[src/rtl/boot_mem_sched_if.sv]
// Boot memory scheduler bus: loader pulses, core request path and shared memory port.
interface boot_mem_sched_if;
    logic        instr_valid;
    logic [31:0] instr_addr;
    logic [31:0] instr_data;
    logic        data_valid;
    logic [31:0] data_addr;
    logic [31:0] data_data;
    logic        load_done;
    logic        core_req;
    logic        core_we;
    logic [31:0] core_addr;
    logic [31:0] core_wdata;
    logic        mem_ready;
    logic        mem_en;
    logic        mem_we;
    logic        mem_sel;
    logic [31:0] mem_addr;
    logic [31:0] mem_wdata;
    logic        core_grant;
    logic        init_end;
    logic        overflow_err;

    modport slave (
        input  instr_valid, instr_addr, instr_data, data_valid, data_addr, data_data,
               load_done, core_req, core_we, core_addr, core_wdata, mem_ready,
        output mem_en, mem_we, mem_sel, mem_addr, mem_wdata, core_grant, init_end, overflow_err
    );

    modport master (
        output instr_valid, instr_addr, instr_data, data_valid, data_addr, data_data,
               load_done, core_req, core_we, core_addr, core_wdata, mem_ready,
        input  mem_en, mem_we, mem_sel, mem_addr, mem_wdata, core_grant, init_end, overflow_err
    );
endinterface

[src/rtl/boot_mem_sched.sv]
// Queues loader writes into a small FIFO, drains them to memory, then hands the
// memory port over to the core after a one-cycle init_end pulse.
module boot_mem_sched #(
    parameter int DEPTH = 4
) (
    input  logic              clk,
    input  logic              reset,
    boot_mem_sched_if.slave   bus
);
    localparam int PW = $clog2(DEPTH);
    localparam int CW = PW + 1;

    typedef enum logic [1:0] {LOAD, DRAIN, HANDOFF, RUN} state_t;
    typedef struct packed {
        logic        sel;
        logic [31:0] addr;
        logic [31:0] data;
    } entry_t;

    state_t        state;
    entry_t        fifo [DEPTH];
    logic [PW-1:0] wr_ptr, rd_ptr, rd_nxt;
    logic [CW-1:0] count, count_nxt, free, remain;
    logic          en_q, we_q, sel_q, grant_q, init_q, ovf_q;
    logic [31:0]   addr_q, wdata_q;
    logic          loading, pop, push_d, push_i, drop;
    entry_t        ent_d, ent_i, head_nxt;

    always_comb begin
        loading   = (state == LOAD) || (state == DRAIN);
        pop       = loading && en_q && bus.mem_ready;
        // Capacity is judged on occupancy before this cycle's pop: a full FIFO drops.
        free      = CW'(DEPTH) - count;
        push_d    = loading && bus.data_valid && (free != '0);
        push_i    = loading && bus.instr_valid && (free > CW'(push_d));
        drop      = (bus.data_valid && !push_d) || (bus.instr_valid && !push_i);
        ent_d     = {1'b1, bus.data_addr, bus.data_data};
        ent_i     = {1'b0, bus.instr_addr, bus.instr_data};
        count_nxt = count + CW'(push_d) + CW'(push_i) - CW'(pop);
        rd_nxt    = rd_ptr + PW'(pop);
        remain    = count - CW'(pop);
        // When the queue empties this cycle the new head is the first entry being pushed.
        head_nxt  = (remain == '0) ? (push_d ? ent_d : ent_i) : fifo[rd_nxt];
    end

    always_ff @(posedge clk) begin
        if (push_d) fifo[wr_ptr] <= ent_d;
        if (push_i) fifo[wr_ptr + PW'(push_d)] <= ent_i;
    end

    always_ff @(posedge clk) begin
        if (reset) begin
            state   <= LOAD;
            wr_ptr  <= '0;
            rd_ptr  <= '0;
            count   <= '0;
            en_q    <= 1'b0;
            we_q    <= 1'b0;
            sel_q   <= 1'b0;
            addr_q  <= '0;
            wdata_q <= '0;
            grant_q <= 1'b0;
            init_q  <= 1'b0;
            ovf_q   <= 1'b0;
        end else begin
            wr_ptr <= wr_ptr + PW'(push_d) + PW'(push_i);
            rd_ptr <= rd_nxt;
            count  <= count_nxt;
            en_q   <= (count_nxt != '0);
            we_q   <= (count_nxt != '0);
            if (count_nxt != '0) {sel_q, addr_q, wdata_q} <= head_nxt;
            if (drop) ovf_q <= 1'b1;
            init_q <= 1'b0;
            case (state)
                LOAD:    if (bus.load_done) state <= DRAIN;
                DRAIN:   if (count == '0 && !bus.data_valid && !bus.instr_valid) begin
                             state  <= HANDOFF;
                             init_q <= 1'b1;
                         end
                HANDOFF: begin
                             state   <= RUN;
                             grant_q <= 1'b1;
                         end
                default: ;
            endcase
        end
    end

    // grant_q is set exactly when the FSM enters RUN, so it selects the core path.
    assign bus.mem_en       = grant_q ? bus.core_req   : en_q;
    assign bus.mem_we       = grant_q ? bus.core_we    : we_q;
    assign bus.mem_sel      = grant_q ? 1'b1           : sel_q;
    assign bus.mem_addr     = grant_q ? bus.core_addr  : addr_q;
    assign bus.mem_wdata    = grant_q ? bus.core_wdata : wdata_q;
    assign bus.core_grant   = grant_q;
    assign bus.init_end     = init_q;
    assign bus.overflow_err = ovf_q;
endmodule

[src/flat_wrapper.sv]
// flat-port wrapper written by rule: the top's interface ports become plain ports
module boot_mem_sched_flat 
#(
    parameter int DEPTH = 4
)
  (clk, reset, bus_instr_valid, bus_instr_addr, bus_instr_data, bus_data_valid, bus_data_addr, bus_data_data, bus_load_done, bus_core_req, bus_core_we, bus_core_addr, bus_core_wdata, bus_mem_ready, bus_mem_en, bus_mem_we, bus_mem_sel, bus_mem_addr, bus_mem_wdata, bus_core_grant, bus_init_end, bus_overflow_err);
  boot_mem_sched_if bus_i ();
  input  logic clk;
  input  logic reset;
  input wire logic [$bits(bus_i.instr_valid)-1:0] bus_instr_valid;
  input wire logic [$bits(bus_i.instr_addr)-1:0] bus_instr_addr;
  input wire logic [$bits(bus_i.instr_data)-1:0] bus_instr_data;
  input wire logic [$bits(bus_i.data_valid)-1:0] bus_data_valid;
  input wire logic [$bits(bus_i.data_addr)-1:0] bus_data_addr;
  input wire logic [$bits(bus_i.data_data)-1:0] bus_data_data;
  input wire logic [$bits(bus_i.load_done)-1:0] bus_load_done;
  input wire logic [$bits(bus_i.core_req)-1:0] bus_core_req;
  input wire logic [$bits(bus_i.core_we)-1:0] bus_core_we;
  input wire logic [$bits(bus_i.core_addr)-1:0] bus_core_addr;
  input wire logic [$bits(bus_i.core_wdata)-1:0] bus_core_wdata;
  input wire logic [$bits(bus_i.mem_ready)-1:0] bus_mem_ready;
  output wire logic [$bits(bus_i.mem_en)-1:0] bus_mem_en;
  output wire logic [$bits(bus_i.mem_we)-1:0] bus_mem_we;
  output wire logic [$bits(bus_i.mem_sel)-1:0] bus_mem_sel;
  output wire logic [$bits(bus_i.mem_addr)-1:0] bus_mem_addr;
  output wire logic [$bits(bus_i.mem_wdata)-1:0] bus_mem_wdata;
  output wire logic [$bits(bus_i.core_grant)-1:0] bus_core_grant;
  output wire logic [$bits(bus_i.init_end)-1:0] bus_init_end;
  output wire logic [$bits(bus_i.overflow_err)-1:0] bus_overflow_err;
  assign bus_i.instr_valid = bus_instr_valid;
  assign bus_i.instr_addr = bus_instr_addr;
  assign bus_i.instr_data = bus_instr_data;
  assign bus_i.data_valid = bus_data_valid;
  assign bus_i.data_addr = bus_data_addr;
  assign bus_i.data_data = bus_data_data;
  assign bus_i.load_done = bus_load_done;
  assign bus_i.core_req = bus_core_req;
  assign bus_i.core_we = bus_core_we;
  assign bus_i.core_addr = bus_core_addr;
  assign bus_i.core_wdata = bus_core_wdata;
  assign bus_i.mem_ready = bus_mem_ready;
  assign bus_mem_en = bus_i.mem_en;
  assign bus_mem_we = bus_i.mem_we;
  assign bus_mem_sel = bus_i.mem_sel;
  assign bus_mem_addr = bus_i.mem_addr;
  assign bus_mem_wdata = bus_i.mem_wdata;
  assign bus_core_grant = bus_i.core_grant;
  assign bus_init_end = bus_i.init_end;
  assign bus_overflow_err = bus_i.overflow_err;
  boot_mem_sched #(.DEPTH(DEPTH)) u_core (.clk(clk), .reset(reset), .bus(bus_i));
endmodule
[config.mk]
export PLATFORM = sky130hd
export DESIGN_NAME = boot_mem_sched_flat
export DESIGN_NICKNAME = d
export VERILOG_FILES = /design/src/rtl/boot_mem_sched_if.sv /design/src/rtl/boot_mem_sched.sv /design/src/flat_wrapper.sv
export SDC_FILE = /design/constraint.sdc
export NUM_CORES = 1
export LEC_CHECK = 0
export ABC_AREA = 0
export CAP_MARGIN = 25
export CORE_ASPECT_RATIO = 1.75
export CORE_UTILIZATION = 41
export CTS_CLUSTER_DIAMETER = 60
export DETAILED_ROUTE_END_ITERATION = 6
export PLACE_DENSITY = 0.69
export SLEW_MARGIN = 15
export SYNTH_ARGS = -nofsm -noshare
export SYNTH_HDL_FRONTEND = slang
export SYNTH_SLANG_ARGS = --single-unit
[constraint.sdc]
create_clock -name clk -period 5 [get_ports clk]
set_clock_uncertainty 0.2 [all_clocks]
set_input_delay 0.5 -clock clk [delete_from_list [all_inputs] [get_ports clk]]
set_output_delay 0.5 -clock clk [all_outputs]
set_load 0.02 [all_outputs]
# Word-level counts from Yosys, hierarchy flattened
# Memory sizes are Yosys's and may differ from the RTL's.
# Index checks and enable logic that the tools add are counted.
[word_totals]
register_bits = 78
ram_bits = 260
memories = 1
elab_cells = 65
out_inout_bits = 70
[classes]
addsub = 8
mux = 15
order_cmp = 1
n_reduce_logical = 24
n_eq_ne = 4
bitwise = 1
[memory_table]
columns = ["name", "words", "width", "read_ports", "rd_clocked_by_memory_dff", "write_ports", "line", "text"]
rows = [
  ["u_core.fifo", 4, 65, 1, 0, 2, "boot_mem_sched.sv:21", "entry_t fifo [DEPTH];"],
]
[op_table]
columns = ["op", "count"]
rows = [
  ["65-bit two-way mux", 2],
  ["32-bit two-way mux", 2],
  ["1-bit logical AND", 10],
  ["3-bit nonzero test", 3],
  ["1-bit two-way mux", 8],
  ["2-bit by 1-bit adder with 2-bit output", 3],
  ["3-bit by 1-bit adder with 3-bit output", 2],
  ["3-bit logical NOT", 2],
  ["2-bit one-hot mux with 3 select lines", 1],
  ["3-bit by 1-bit subtractor with 3-bit output", 2],
  ["1-bit logical NOT", 4],
  ["2-bit two-way mux", 2],
  ["2-bit inequality test, second input constant", 2],
  ["3-bit by 1-bit greater-than comparator with 1-bit output", 1],
  ["3-bit AND reduction", 1],
  ["3-bit subtractor, first input constant", 1],
  ["2-bit by 1-bit equality test with 1-bit output, second input constant", 1],
  ["2-bit equality test, second input constant", 1],
  ["2-bit logical NOT", 1],
  ["1-bit logical OR", 2],
  ["2-bit OR reduction", 1],
  ["1-bit NOT", 1],
]

# Depth between registers and ports, before layout
[depth]
ltp_word = 9
ltp_mapped = 16
mapped_depth_nobuf = 14

# Worst setup path before layout
# No wires, ideal clock.
[synth_path]
path_type = "reg2reg"
start = "register u_core.state[0]"
end = "memory u_core.fifo[1][0] (netlist bit), enable pin"
t_arrival_ps = 3536
synth_period_minus_slack_ps = 4130
n_path_buf = 4
path_slack_ps = 870
path_stages_with_launch = 15
t_required_ps = 4406
path_cell_list = "dfxtp_1 inv_1 ha_1 or2_2 nand2_4 inv_1 buf_6 buf_6 ha_1 xnor2_1 nand2_1 a211oi_2 buf_2 buf_1 or2_2"
[synth_lines]
columns = ["element", "line", "text"]
rows = [
  ["start, declared", "boot_mem_sched.sv:20", "state_t state;"],
  ["start signal, assigned", "boot_mem_sched.sv:53", "state <= LOAD;"],
  ["start signal, assigned", "boot_mem_sched.sv:75", "LOAD: if (bus.load_done) state <= DRAIN;"],
  ["start signal, assigned", "boot_mem_sched.sv:77", "state <= HANDOFF;"],
  ["end, declared", "boot_mem_sched.sv:21", ""],
]

# Worst setup path in the final report
[layout_path]
start = "register u_core.count[0]"
end = "register u_core.addr_q[26]"
[layout_between]
elab_chain_len = 8
word_cells_on_any_way = 13
classes_between = "add/sub: 5; order compare: 1; mux: 2; reduce/logical: 5"
[layout_rtl]
columns = ["element", "line", "text"]
rows = [
  ["start, declared", "boot_mem_sched.sv:23", "logic [CW-1:0] count, count_nxt, free, remain;"],
  ["start signal, assigned", "boot_mem_sched.sv:68", "count <= count_nxt;"],
  ["3-bit subtractor", "boot_mem_sched.sv:33", "free = CW'(DEPTH) - count;"],
  ["3-bit nonzero test", "boot_mem_sched.sv:34", "push_d = loading && bus.data_valid && (free != '0);"],
  ["1-bit logical AND", "boot_mem_sched.sv:34", ""],
  ["3-bit by 1-bit greater-than comparator with 1-bit output", "boot_mem_sched.sv:35", "push_i = loading && bus.instr_valid && (free > CW'(push_d));"],
  ["1-bit logical AND", "boot_mem_sched.sv:35", ""],
  ["3-bit by 1-bit adder with 3-bit output", "boot_mem_sched.sv:39", "count_nxt = count + CW'(push_d) + CW'(push_i) - CW'(pop);"],
  ["3-bit by 1-bit subtractor with 3-bit output", "boot_mem_sched.sv:39", ""],
  ["3-bit nonzero test", "boot_mem_sched.sv:71", "if (count_nxt != '0) {sel_q, addr_q, wdata_q} <= head_nxt;"],
  ["end signal, assigned", "boot_mem_sched.sv:71", ""],
  ["end, declared", "boot_mem_sched.sv:25", "logic [31:0] addr_q, wdata_q;"],
]
# Several ways; a longest one is shown, not always the timed one.
# A chain may end at the register's enable or synchronous reset.

==> run summary <==
Peak VDD IR: 0.561 mV
Total Routing Usage GR: 0.249
Switching Fraction: 0.422
Die Wd: 162 um
Pre-CTS WS: 0.420 ns
Sequential power share: 0.325
Hold/Removal Path Class: reg -> reg
Placeable Area: 44200 sq um
Post-DRT Antenna Nets: 0
Final Cycle Share: 0.920
Slew HR: 0.300
Pleak: 7.59 nW
Seq/Total Area, Yosys: 0.511
Critical path arrival: 4.83 ns
Slew Viols, Final: 0
Die area: 45400 sq um
Remaining Overflow, GRT: 0
Largest net degree at the start of global routing: 130
Total CTS buffers: 34
Final core utilization: 0.509
Final setup viols: 0
Initial antenna violation count: 9
Synth unique cells: 44
Switching pwr: 6.19 mW
Critical Path End Type: flop
Max Fanout on Critical Path: 68
Die height: 281 um
Drt pass-1 iters: 5
Nets: 2281
DR vias/cell: 5.68
Synthesized flop and latch total: 338
Synthesized area per cell: 9.69 sq um
Row count: 102
Final Worst Setup Slack: 0.399 ns
Synthesis warning total: 0
DR WL/cell: 21.4 um
Postcts setup bufs: 0
Syn Nets: 2100
CP endpoint: u_core.addr_q[26]
Number of global-route vias before repair: 15.6k
Gpl congestion: 0.844
DP Wirelength: 32900 um
Slew @ Worst Pin: 1.05 ns
Layout Cells excl Fill: 2672
Pwr Total: 14.7 mW
Placed cell areas: 21400 sq um
Post-synth top flop: edfxtp_1
Clock power share: 0.170
Worst-skew pair later-pin latency: 0.53 ns
Fin. Hold Viols: 0
CP startpoint: u_core.count[0]
R2R cell count: 14
Final hold slack: 0.274 ns
WP data required: 5.23 ns
Post-route cell area: 22500 sq um
Pwr dens: 653 nW/um^2
Area Overhead vs Synth: 23.0%
Via count: 15.2k
I/O pin count: 270
Layout cell share with drive strength beyond 1: 0.113
CTS tree: yes
First-pass GRT wire length: 86700 um
Comb power frac: 0.505
Synthesized area: 18300 sq um
Max frequency: 217 MHz
Placed Cells: 2602
1st-iter DRT viols: 1166
Reg2Reg Launch Point: u_core.count[0]
R2R Setup Slk: 0.40 ns
Filler instances: 3961
Status: finished clean
Crit Path Class: reg -> reg
Syn Inst Count: 1885
Setup_tns: 0 ns
Post-CTS sizing: 0
Longest Clk Path Bufs: 3
DRC errors left: 0
H-tree depth: 2
Port bufs: 269
Startpoint types: flop
Total of max-cap violations: 0
Min cycle time layout: 4.60 ns
Starting Density: 0.414
Min-Delay Path Depth: 2
Number of synthesized flops with an enable pin: 256
Clk pin slew, worst setup/hold paths: 0.07 ns
Pint: 8.48 mW
Hold-fix buffers, CTS: 0
Root buffer cell: clkbuf_16
Sink Count: 338
RR Endpoint: u_core.addr_q[26]
Ys async rst share: 0
Wirelength, routed: 57200 um
Unrepaired setup endpoints after global routing: false
## Yosys cell counts, types with 63 or more instances
library cell	number	area [sq um]
nand2_1	520	1950
edfxtp_1	256	7690
o21ai_0	188	941
mux2_2	127	1430
mux2i_1	123	1230
nor2_1	91	342
dfxtp_1	82	1640
clkbuf_1	68	255
a211oi_1	66	495
nand3_1	65	325
a21oi_1	64	320
o22ai_1	63	394
## worst min-delay path by stage
stage | startpoint | end
floorplan | u_core.fifo[2][64] | u_core.fifo[2][64]
global placement | u_core.fifo[2][64] | u_core.fifo[2][64]
detailed placement | u_core.fifo[2][64] | u_core.fifo[2][64]
CTS | u_core.fifo[2][64] | u_core.fifo[2][64]
global route | u_core.fifo[2][64] | u_core.fifo[2][64]
finish | u_core.fifo[3][64] | u_core.fifo[3][64]
## cell type report
class | count | area [sq um] | share of cell area
flip-flops and latches | 338 | 9330 | 0.415
multi-input cells | 1380 | 8220 | 0.366
repair buffers | 299 | 3070 | 0.136
clock buffers | 46 | 947 | 0.0422
well taps | 572 | 716 | 0.0319
clock inverters | 15 | 109 | 0.00485
inverters | 13 | 50.0 | 0.00223
diodes | 9 | 22.5 | 0.00100
## cells by family (layout without fill, tap and decap cells)
group	Yosys count	count (layout)	share of synthesized area
fa+ha+maj	15	15	0.0111
compound gates	398	398	0.127
mux	252	252	0.148
simple gates	707	707	0.154
buf+inv	167	373	0.0446
xor+xnor	8	8	0.00425
flops	338	338	0.511
other cells	0	9	0
## metal layers
metal,part of all wire,global-route usage
met2,0.52,0.454
met4,0.040,0.134
met1,0.37,0.280
met3,0.066,0.0326
met5,0,0
## layout by cell type (no fill, tap or decap), types with 12 or more instances in the layout
| cell | instances |
|---|---|
| dfxtp_1 | 81 |
| nand2_1 | 519 |
| mux2_2 | 127 |
| clkbuf_16 | 35 |
| o22ai_1 | 63 |
| a21oi_1 | 64 |
| o21ai_0 | 188 |
| mux2i_1 | 123 |
| a211oi_1 | 66 |
| inv_1 | 12 |
| ha_1 | 13 |
| buf_12 | 12 |
| buf_4 | 19 |
| edfxtp_1 | 256 |
| nand3_1 | 65 |
| nor2_1 | 90 |
| clkdlybuf4s50_1 | 268 |
## worst max-delay path: stages (launching register included)
cell      delay, ns
dfxtp_1        0.41
inv_1          0.10
ha_1           0.23
ha_1           0.20
nand2b_1       0.17
o21ai_2        0.44
a21oi_1        0.25
fa_1           0.47
fa_1           0.45
xnor2_1        0.20
xnor2_1        0.16
nand2_4        0.10
buf_4          0.58
nand2b_1       0.21
o31ai_1        0.32
## state kept, by name, summed over array words and instances (netlist names)
register                 flops
u_core.fifo                260
u_core.bus.overflow_err      1
u_core.rd_ptr                2
u_core.en_q                  1
u_core.count                 3
u_core.addr_q               32
u_core.state                 2
u_core.wr_ptr                2
u_core.bus.init_end          1
u_core.sel_q                 1
u_core.bus.core_grant        1
u_core.wdata_q              32
## power groups by stage
stage / logic, mW / registers (mW) / clock network (mW)
after floorplan: 4.88 / 4.63 / 0
after global placement: 7.21 / 4.78 / 0
after detailed placement: 7.37 / 4.83 / 0
after CTS: 7.40 / 4.77 / 2.52
after global routing: 8.01 / 4.85 / 2.61
final: 7.41 / 4.76 / 2.50
No activity file was read; power rests on OpenSTA's default activity.
